## config.mk

```make
export PLATFORM = sky130hd
export DESIGN_NAME = if_id_decode_stage_flat
export DESIGN_NICKNAME = d
export VERILOG_FILES = /design/src/rtl/if_id_decode_stage_pkg.sv /design/src/rtl/if_id_decode_stage_if.sv /design/src/rtl/if_id_decode_stage_classifier.sv /design/src/rtl/if_id_decode_stage.sv /design/src/flat_wrapper.sv
export SDC_FILE = /design/constraint.sdc
export NUM_CORES = 1
export LEC_CHECK = 0
export BUFFER_PORTS_ARGS = -buffer_cell sky130_fd_sc_hd__buf_2
export CAP_MARGIN = 5
export CORE_ASPECT_RATIO = 0.9
export CORE_MARGIN = 3
export CORE_UTILIZATION = 38
export CTS_CLUSTER_SIZE = 28
export DETAILED_ROUTE_END_ITERATION = 8
export GPL_TIMING_DRIVEN = 0
export PLACE_DENSITY = 0.7
export SYNTH_ARGS = -nofsm -noshare
export SYNTH_HDL_FRONTEND = slang
export SYNTH_SLANG_ARGS = --single-unit
export TNS_END_PERCENT = 10
```

## constraint.sdc

```tcl
create_clock -name clk -period 3.1 [get_ports clk]
set_input_delay 0.775 -clock clk [delete_from_list [all_inputs] [get_ports clk]]
set_output_delay 0.775 -clock clk [all_outputs]
set_load 0.05 [all_outputs]
```

## src/rtl/if_id_decode_stage_pkg.sv

```systemverilog
// ===== cpu_isa_pkg : ISA opcodes, field positions, class/state enums =====
// Rev 1.0
`default_nettype none

package cpu_isa_pkg;

  localparam int PC_W   = 7;
  localparam int REG_AW = 5;
  localparam int IMM_W  = 17;
  localparam int OPC_W  = 5;

  localparam int OPC_LSB = 27;
  localparam int RD_LSB  = 22;
  localparam int RS1_LSB = 17;
  localparam int RS2_LSB = 12;

  localparam logic [OPC_W-1:0] OP_ADD   = 5'b00000;
  localparam logic [OPC_W-1:0] OP_SUB   = 5'b00001;
  localparam logic [OPC_W-1:0] OP_ADDI  = 5'b00010;
  localparam logic [OPC_W-1:0] OP_LOAD  = 5'b00100;
  localparam logic [OPC_W-1:0] OP_STORE = 5'b00101;
  localparam logic [OPC_W-1:0] OP_BEQ   = 5'b01000;
  localparam logic [OPC_W-1:0] OP_JMP   = 5'b01001;
  localparam logic [OPC_W-1:0] OP_HALT  = 5'b01011;

  typedef enum logic [2:0] {
    CL_ALU     = 3'd0,
    CL_ALUI    = 3'd1,
    CL_LOAD    = 3'd2,
    CL_STORE   = 3'd3,
    CL_BRANCH  = 3'd4,
    CL_HALT    = 3'd5,
    CL_ILLEGAL = 3'd6
  } instr_class_t;

  typedef enum logic [1:0] {
    ST_RUN    = 2'd0,
    ST_DRAIN  = 2'd1,
    ST_HALTED = 2'd2
  } stage_state_t;

  function automatic logic [31:0] sext_imm(input logic [IMM_W-1:0] imm);
    return {{(32-IMM_W){imm[IMM_W-1]}}, imm};
  endfunction

endpackage

`default_nettype wire

```

## src/rtl/if_id_decode_stage_if.sv

```systemverilog
// ===== if_id_decode_stage_if : fetch-side inputs and decoded bundle =====
// Rev 1.0
`default_nettype none

interface if_id_decode_stage_if;
  import cpu_isa_pkg::*;

  logic [31:0]       instr_in;
  logic              done_in;
  logic              stall_in;
  logic              flush_in;
  logic              id_valid;
  logic [OPC_W-1:0]  id_opcode;
  logic [REG_AW-1:0] id_rd;
  logic [REG_AW-1:0] id_rs1;
  logic [REG_AW-1:0] id_rs2;
  logic [31:0]       id_imm;
  logic [PC_W-1:0]   id_br_tgt;
  instr_class_t      id_class;
  logic              id_halted;
  logic              hazard_stall;

  modport master (
    output instr_in, done_in, stall_in, flush_in,
    input  id_valid, id_opcode, id_rd, id_rs1, id_rs2, id_imm, id_br_tgt,
           id_class, id_halted, hazard_stall
  );

  modport slave (
    input  instr_in, done_in, stall_in, flush_in,
    output id_valid, id_opcode, id_rd, id_rs1, id_rs2, id_imm, id_br_tgt,
           id_class, id_halted, hazard_stall
  );

endinterface

`default_nettype wire

```

## src/rtl/if_id_decode_stage_classifier.sv

```systemverilog
// ===== instr_classifier : combinational opcode -> instruction class =====
// Rev 1.0
`default_nettype none

module instr_classifier
  import cpu_isa_pkg::*;
(
  input  logic [OPC_W-1:0] i_opcode,
  output instr_class_t     o_class
);

  always_comb begin
    o_class = CL_ILLEGAL;
    case (i_opcode)
      OP_ADD, OP_SUB: o_class = CL_ALU;
      OP_ADDI:        o_class = CL_ALUI;
      OP_LOAD:        o_class = CL_LOAD;
      OP_STORE:       o_class = CL_STORE;
      OP_BEQ, OP_JMP: o_class = CL_BRANCH;
      OP_HALT:        o_class = CL_HALT;
      default:        o_class = CL_ILLEGAL;
    endcase
  end

endmodule

`default_nettype wire

```

## src/rtl/if_id_decode_stage.sv

```systemverilog
// ===== if_id_decode_stage : IF/ID register, decoder, halt drain FSM =====
// Optional load-use hazard detection with HAZARD_DETECT_EN. Rev 1.0
`default_nettype none

module if_id_decode_stage
  import cpu_isa_pkg::*;
(
  input  logic                clk,
  input  logic                rst,
  if_id_decode_stage_if.slave bus
);

  logic [OPC_W-1:0]  w_opcode;
  logic [REG_AW-1:0] w_rd, w_rs1, w_rs2;
  instr_class_t      w_class;
  logic              w_hazard;
  logic              w_load, w_clear, w_bubble;
  stage_state_t      r_state, w_state_nxt;

  logic              r_valid, r_halted;
  logic [OPC_W-1:0]  r_opcode;
  logic [REG_AW-1:0] r_rd, r_rs1, r_rs2;
  logic [31:0]       r_imm;
  logic [PC_W-1:0]   r_br_tgt;
  instr_class_t      r_class;

  assign w_opcode = bus.instr_in[OPC_LSB +: OPC_W];
  assign w_rd     = bus.instr_in[RD_LSB  +: REG_AW];
  assign w_rs1    = bus.instr_in[RS1_LSB +: REG_AW];
  assign w_rs2    = bus.instr_in[RS2_LSB +: REG_AW];

  instr_classifier u_classifier (
    .i_opcode (w_opcode),
    .o_class  (w_class)
  );

`ifdef HAZARD_DETECT_EN
  logic [REG_AW-1:0] r_prev_rd;
  logic              r_prev_is_load;

  // Only raised when the stage would otherwise capture, so it lasts one cycle.
  assign w_hazard = (r_state == ST_RUN) && !bus.flush_in && !bus.stall_in && !bus.done_in &&
                    r_prev_is_load && (r_prev_rd != '0) &&
                    ((w_rs1 == r_prev_rd) || (w_rs2 == r_prev_rd));

  always_ff @(posedge clk or posedge rst) begin
    if (rst) begin
      r_prev_rd      <= '0;
      r_prev_is_load <= 1'b0;
    end else if (w_clear) begin
      r_prev_is_load <= 1'b0;
    end else if (w_load && (bus.instr_in != 32'h0)) begin
      r_prev_rd      <= w_rd;
      r_prev_is_load <= (w_opcode == OP_LOAD);
    end else if (w_hazard) begin
      r_prev_is_load <= 1'b0;
    end
  end
`else
  assign w_hazard = 1'b0;
`endif

  always_comb begin
    w_state_nxt = r_state;
    w_load      = 1'b0;
    w_clear     = 1'b0;
    w_bubble    = 1'b0;
    case (r_state)
      ST_RUN: begin
        if (bus.flush_in) begin
          w_clear = 1'b1;
        end else if (bus.stall_in) begin
          w_load = 1'b0;
        end else if (bus.done_in) begin
          w_bubble    = 1'b1;
          w_state_nxt = ST_DRAIN;
        end else if (w_hazard) begin
          w_bubble = 1'b1;
        end else begin
          w_load = 1'b1;
        end
      end
      // A flush here means the halt came from a squashed path.
      ST_DRAIN: begin
        if (bus.flush_in) begin
          w_clear     = 1'b1;
          w_state_nxt = ST_RUN;
        end else begin
          w_state_nxt = ST_HALTED;
        end
      end
      ST_HALTED: w_state_nxt = ST_HALTED;
      default:   w_state_nxt = ST_RUN;
    endcase
  end

  always_ff @(posedge clk or posedge rst) begin
    if (rst) begin
      r_state  <= ST_RUN;
      r_valid  <= 1'b0;
      r_halted <= 1'b0;
      r_opcode <= '0;
      r_rd     <= '0;
      r_rs1    <= '0;
      r_rs2    <= '0;
      r_imm    <= '0;
      r_br_tgt <= '0;
      r_class  <= CL_ILLEGAL;
    end else begin
      r_state  <= w_state_nxt;
      r_halted <= (w_state_nxt == ST_HALTED);
      if (w_clear) begin
        r_valid  <= 1'b0;
        r_opcode <= '0;
        r_rd     <= '0;
        r_rs1    <= '0;
        r_rs2    <= '0;
        r_imm    <= '0;
        r_br_tgt <= '0;
        r_class  <= CL_ILLEGAL;
      end else if (w_bubble) begin
        r_valid <= 1'b0;
      end else if (w_load) begin
        r_valid  <= (bus.instr_in != 32'h0);
        r_opcode <= w_opcode;
        r_rd     <= w_rd;
        r_rs1    <= w_rs1;
        r_rs2    <= w_rs2;
        r_imm    <= sext_imm(bus.instr_in[IMM_W-1:0]);
        r_br_tgt <= bus.instr_in[PC_W-1:0];
        r_class  <= w_class;
      end
    end
  end

  assign bus.id_valid     = r_valid;
  assign bus.id_opcode    = r_opcode;
  assign bus.id_rd        = r_rd;
  assign bus.id_rs1       = r_rs1;
  assign bus.id_rs2       = r_rs2;
  assign bus.id_imm       = r_imm;
  assign bus.id_br_tgt    = r_br_tgt;
  assign bus.id_class     = r_class;
  assign bus.id_halted    = r_halted;
  assign bus.hazard_stall = w_hazard;

endmodule

`default_nettype wire

```

## src/flat_wrapper.sv

```systemverilog
// flat-port wrapper written by rule: the top's interface ports become plain ports
module if_id_decode_stage_flat import cpu_isa_pkg::*;
  (clk, rst, bus_instr_in, bus_done_in, bus_stall_in, bus_flush_in, bus_id_valid, bus_id_opcode, bus_id_rd, bus_id_rs1, bus_id_rs2, bus_id_imm, bus_id_br_tgt, bus_id_class, bus_id_halted, bus_hazard_stall);
  if_id_decode_stage_if bus_i ();
  input  logic clk;
  input  logic rst;
  input wire logic [$bits(bus_i.instr_in)-1:0] bus_instr_in;
  input wire logic [$bits(bus_i.done_in)-1:0] bus_done_in;
  input wire logic [$bits(bus_i.stall_in)-1:0] bus_stall_in;
  input wire logic [$bits(bus_i.flush_in)-1:0] bus_flush_in;
  output wire logic [$bits(bus_i.id_valid)-1:0] bus_id_valid;
  output wire logic [$bits(bus_i.id_opcode)-1:0] bus_id_opcode;
  output wire logic [$bits(bus_i.id_rd)-1:0] bus_id_rd;
  output wire logic [$bits(bus_i.id_rs1)-1:0] bus_id_rs1;
  output wire logic [$bits(bus_i.id_rs2)-1:0] bus_id_rs2;
  output wire logic [$bits(bus_i.id_imm)-1:0] bus_id_imm;
  output wire logic [$bits(bus_i.id_br_tgt)-1:0] bus_id_br_tgt;
  output wire logic [$bits(bus_i.id_class)-1:0] bus_id_class;
  output wire logic [$bits(bus_i.id_halted)-1:0] bus_id_halted;
  output wire logic [$bits(bus_i.hazard_stall)-1:0] bus_hazard_stall;
  assign bus_i.instr_in = bus_instr_in;
  assign bus_i.done_in = bus_done_in;
  assign bus_i.stall_in = bus_stall_in;
  assign bus_i.flush_in = bus_flush_in;
  assign bus_id_valid = bus_i.id_valid;
  assign bus_id_opcode = bus_i.id_opcode;
  assign bus_id_rd = bus_i.id_rd;
  assign bus_id_rs1 = bus_i.id_rs1;
  assign bus_id_rs2 = bus_i.id_rs2;
  assign bus_id_imm = bus_i.id_imm;
  assign bus_id_br_tgt = bus_i.id_br_tgt;
  assign bus_id_class = bus_i.id_class;
  assign bus_id_halted = bus_i.id_halted;
  assign bus_hazard_stall = bus_i.hazard_stall;
  if_id_decode_stage u_core (.clk(clk), .rst(rst), .bus(bus_i));
endmodule
```

==> reports/qor.yml <==
critical_path:
  path_max_fanout: 18
  worstSetupPathType: "reg -> out"
  cp-start-kind: "register"
  endpoint: "bus_id_rs2[4]"
  r2r_start: "u_core.r_state[0]"
  critPathArrivalTime_ns: 1.37
  endpoint_kind: "output port"
  startpoint: "u_core.bus.id_imm[30]"
  r2r_setup_slack_ns: 1.70
  required_ns: 2.32
  r2r-end: "u_core.bus.id_imm[14]"
  reg2regPathDepth: 4
flow_run:
  drv_cap: 0
layout:
  drive_gt1_frac: 0.6403
  layout_commonest_cell: "buf_2"
  areaGrowthSynthToFinish_pct: 36.38
  fin_area_mm2: 0.002467
  num-fill-cells: 415
  final_core_util: 0.5461
  n_antenna_cell: 0
  final_cell_mix: "buf_2, dfrtp_1, buf_4"
  layout.nets: 289
yosys:
  postSynthAreaPerCell_um2: 12.48
  synthSimpleGateAreaFrac: 0.07607
  synth_fa_ha_area_frac: 0
  synth_area_leaders: "dfrtp_1, buf_4, a22o_1, a22o_2, buf_6"
  ys_warn_count: 0
  ys_ff_latch: 39
  syn-num-nets: 182
  synth_top_area_cell: "dfrtp_1"
  synth_top_area_frac: 0.5118
  synth_xor_xnor_area_share: 0.004841
  synth_top_family_by_area: "compound AO/OA/AOI/OAI gates"
  synth_edf_count: 0
  syn_area_mm2: 0.001809
  synth_seq_area_share: 0.5408
  synthArstFlopShare: 1.000
  synth_ff_type: "dfrtp_1"
  synth_compound_area_frac: 0.2019
  synthCells: 145
  synth.area.mux_share: 0.01245
  synth.distinct_cells: 25
routing:
  route.vias.total: 1516
  vias_per_cell: 4.813
  wire_per_inst_um: 14.24
  detail-route-antenna-nets: 0
  route.detailed.drc: 0
  finalWirelength_um: 4486
  drt_iter0_markers: 48
  drtPass1Iterations: 4
sta:
  finalCriticalPeriod_ns: 2.142
  slew_headroom: 0.4629
  max_freq_ghz: 0.4669
  final_hold_viol_count: 0
  setup_violations: 0
  rsz0062_at_grt: "false"
  fin_crit_sh: 0.6909
  slew_violations: 0
  worst_pin_slew_ns: 0.8044
  clock_skew_ns: 0.004432
  tns_ns: 0
  postLayoutSetupSlackWorst_ns: 0.9583
pwr:
  p_switching_uw: 935.4
  combPwrFrac: 0.504
  switching_share: 0.4696
  power_frac_seq: 0.333
  ir_worst_vdd_mv: 0.4396
  power.leakage_nw: 1.442
  p_per_area_mw_per_mm2: 807.3
  internal_power_mw: 1.056
  pwr-share-clk: 0.162
floorplan:
  die_h_um: 71.46
  start_util: 0.4004
  core_area_mm2: 0.004518
  ios: 102
  die-area_mm2: 0.005626
  die_w_um: 78.74
  rows: 23
global_route:
  grtUsageTotal: 0.1637
  grt_max_degree: 40
  grt_pass1_vias: 1400
  gr-total-overflow: 0
  grt_pass1_wl_um: 7245
  grt_antenna_before_repair: 0
cts:
  numCtsBuffers: 5
  clock-sinks: 39
  clkTransAtPathRegs_ns: 0.07
  post_cts_buffers: 0
  htreeDepth: 2
  clk_latency_ns: 0.29
  hold_buffers: 0
  cts_tree: "built"
  ctsResizeCount: 0
  root_buffer: "clkbuf_8"
  clk_path_buf_depth: 2
status:
  outcome: "completed"
place:
  dp_slack_ns: 1.199
  dp_hpwl_um: 3390
  numPortBuffers: 100
  gp_congestion: 0.7805
  place_area_mm2: 0.002387
min_path:
  min_path_type: "reg -> reg"
-- power by group through the flow --
stage                     logic, mW  clock network [mW]  registers, mW
final                          1.00               0.323          0.664
after global routing           1.05               0.360          0.680
after CTS                      1.01               0.331          0.665
after detailed placement       1.01                   0          0.673
after global placement         1.00                   0          0.672
after floorplan               0.497                   0          0.959
-- metrics by stage --
step	total power, mW	instances	hold WS, ns
global route	2.090	315	0.5037
floorplan	1.456	145	0.5267
finish	1.992	315	0.4645
CTS	2.008	315	0.4703
detailed placement	1.683	307	0.4602
global placement	1.675	307	0.4536
-- synthesized netlist by cell type, types with 2 or more instances --
cell     count
buf_6        5
a21oi_1      2
a22o_1      18
nor4_1       8
buf_4       30
mux2_2       2
a22o_2      15
inv_1        3
dfrtp_1     37
nand2_1      2
nor2_1       3
o21ai_0      4
nand4_1      2
and3b_1      2
dfstp_2      2
-- layout make-up --
type | count | area (µm²) | share of cell area
multi-input combinational | 68 | 538.0 | 0.2181
tap | 62 | 77.57 | 0.03144
inverter | 3 | 11.26 | 0.004564
buffer | 35 | 281.5 | 0.1141
clock buffer | 8 | 80.08 | 0.03245
timing repair buffer | 100 | 500.5 | 0.2028
sequential | 39 | 978.4 | 0.3966
-- logic make-up (layout without fill, tap and decap cells) --
family                    Yosys count  after routing
muxes                               2              2
xor gates and xnor gates            1              1
DFF                                39             39
and+or+nand+nor                    22             22
other                               1              1
buffers and inverters              38            146
AOI/OAI and AO/OA                  42             42
-- metal layers --
layer,vias up,wire length [µm],GRT usage
met3,8,423,0.05276
li1,723,-,-
met1,715,1961,0.2273
met5,-,0,0
met4,0,88,0.05825
met2,70,2012,0.2413
-- how the worst min path moves through the flow --
| stage | startpoint | end | slack (ns) | depth (start not counted) |
|---|---|---|---|---|
| floorplan | u_core.r_state[1] | u_core.bus.id_valid | 0.53 | 2 |
| global placement | u_core.bus.id_class[2] | u_core.bus.id_class[2] | 0.45 | 2 |
| detailed placement | u_core.bus.id_class[2] | u_core.bus.id_class[2] | 0.46 | 2 |
| CTS | u_core.bus.id_class[2] | u_core.bus.id_class[2] | 0.47 | 2 |
| global route | u_core.bus.id_class[2] | u_core.bus.id_class[2] | 0.50 | 2 |
| finish | u_core.bus.id_class[2] | u_core.bus.id_class[2] | 0.46 | 2 |
-- registers in the layout (all words and copies together), names as in the netlist --
signal	flops
u_core.bus.id_br_tgt	6
u_core.bus.id_opcode	5
u_core.bus.id_rd	5
u_core.bus.id_class	3
u_core.bus.id_imm	11
u_core.bus.id_halted	1
u_core.bus.id_valid	1
u_core.bus.id_rs1	5
u_core.r_state	2
-- critical path, stage by stage (launching register included) --
cell	delay (ns)
dfrtp_1	0.64
buf_4	0.19
buf_2	0.25
Power figures use the tool's default switching activity.
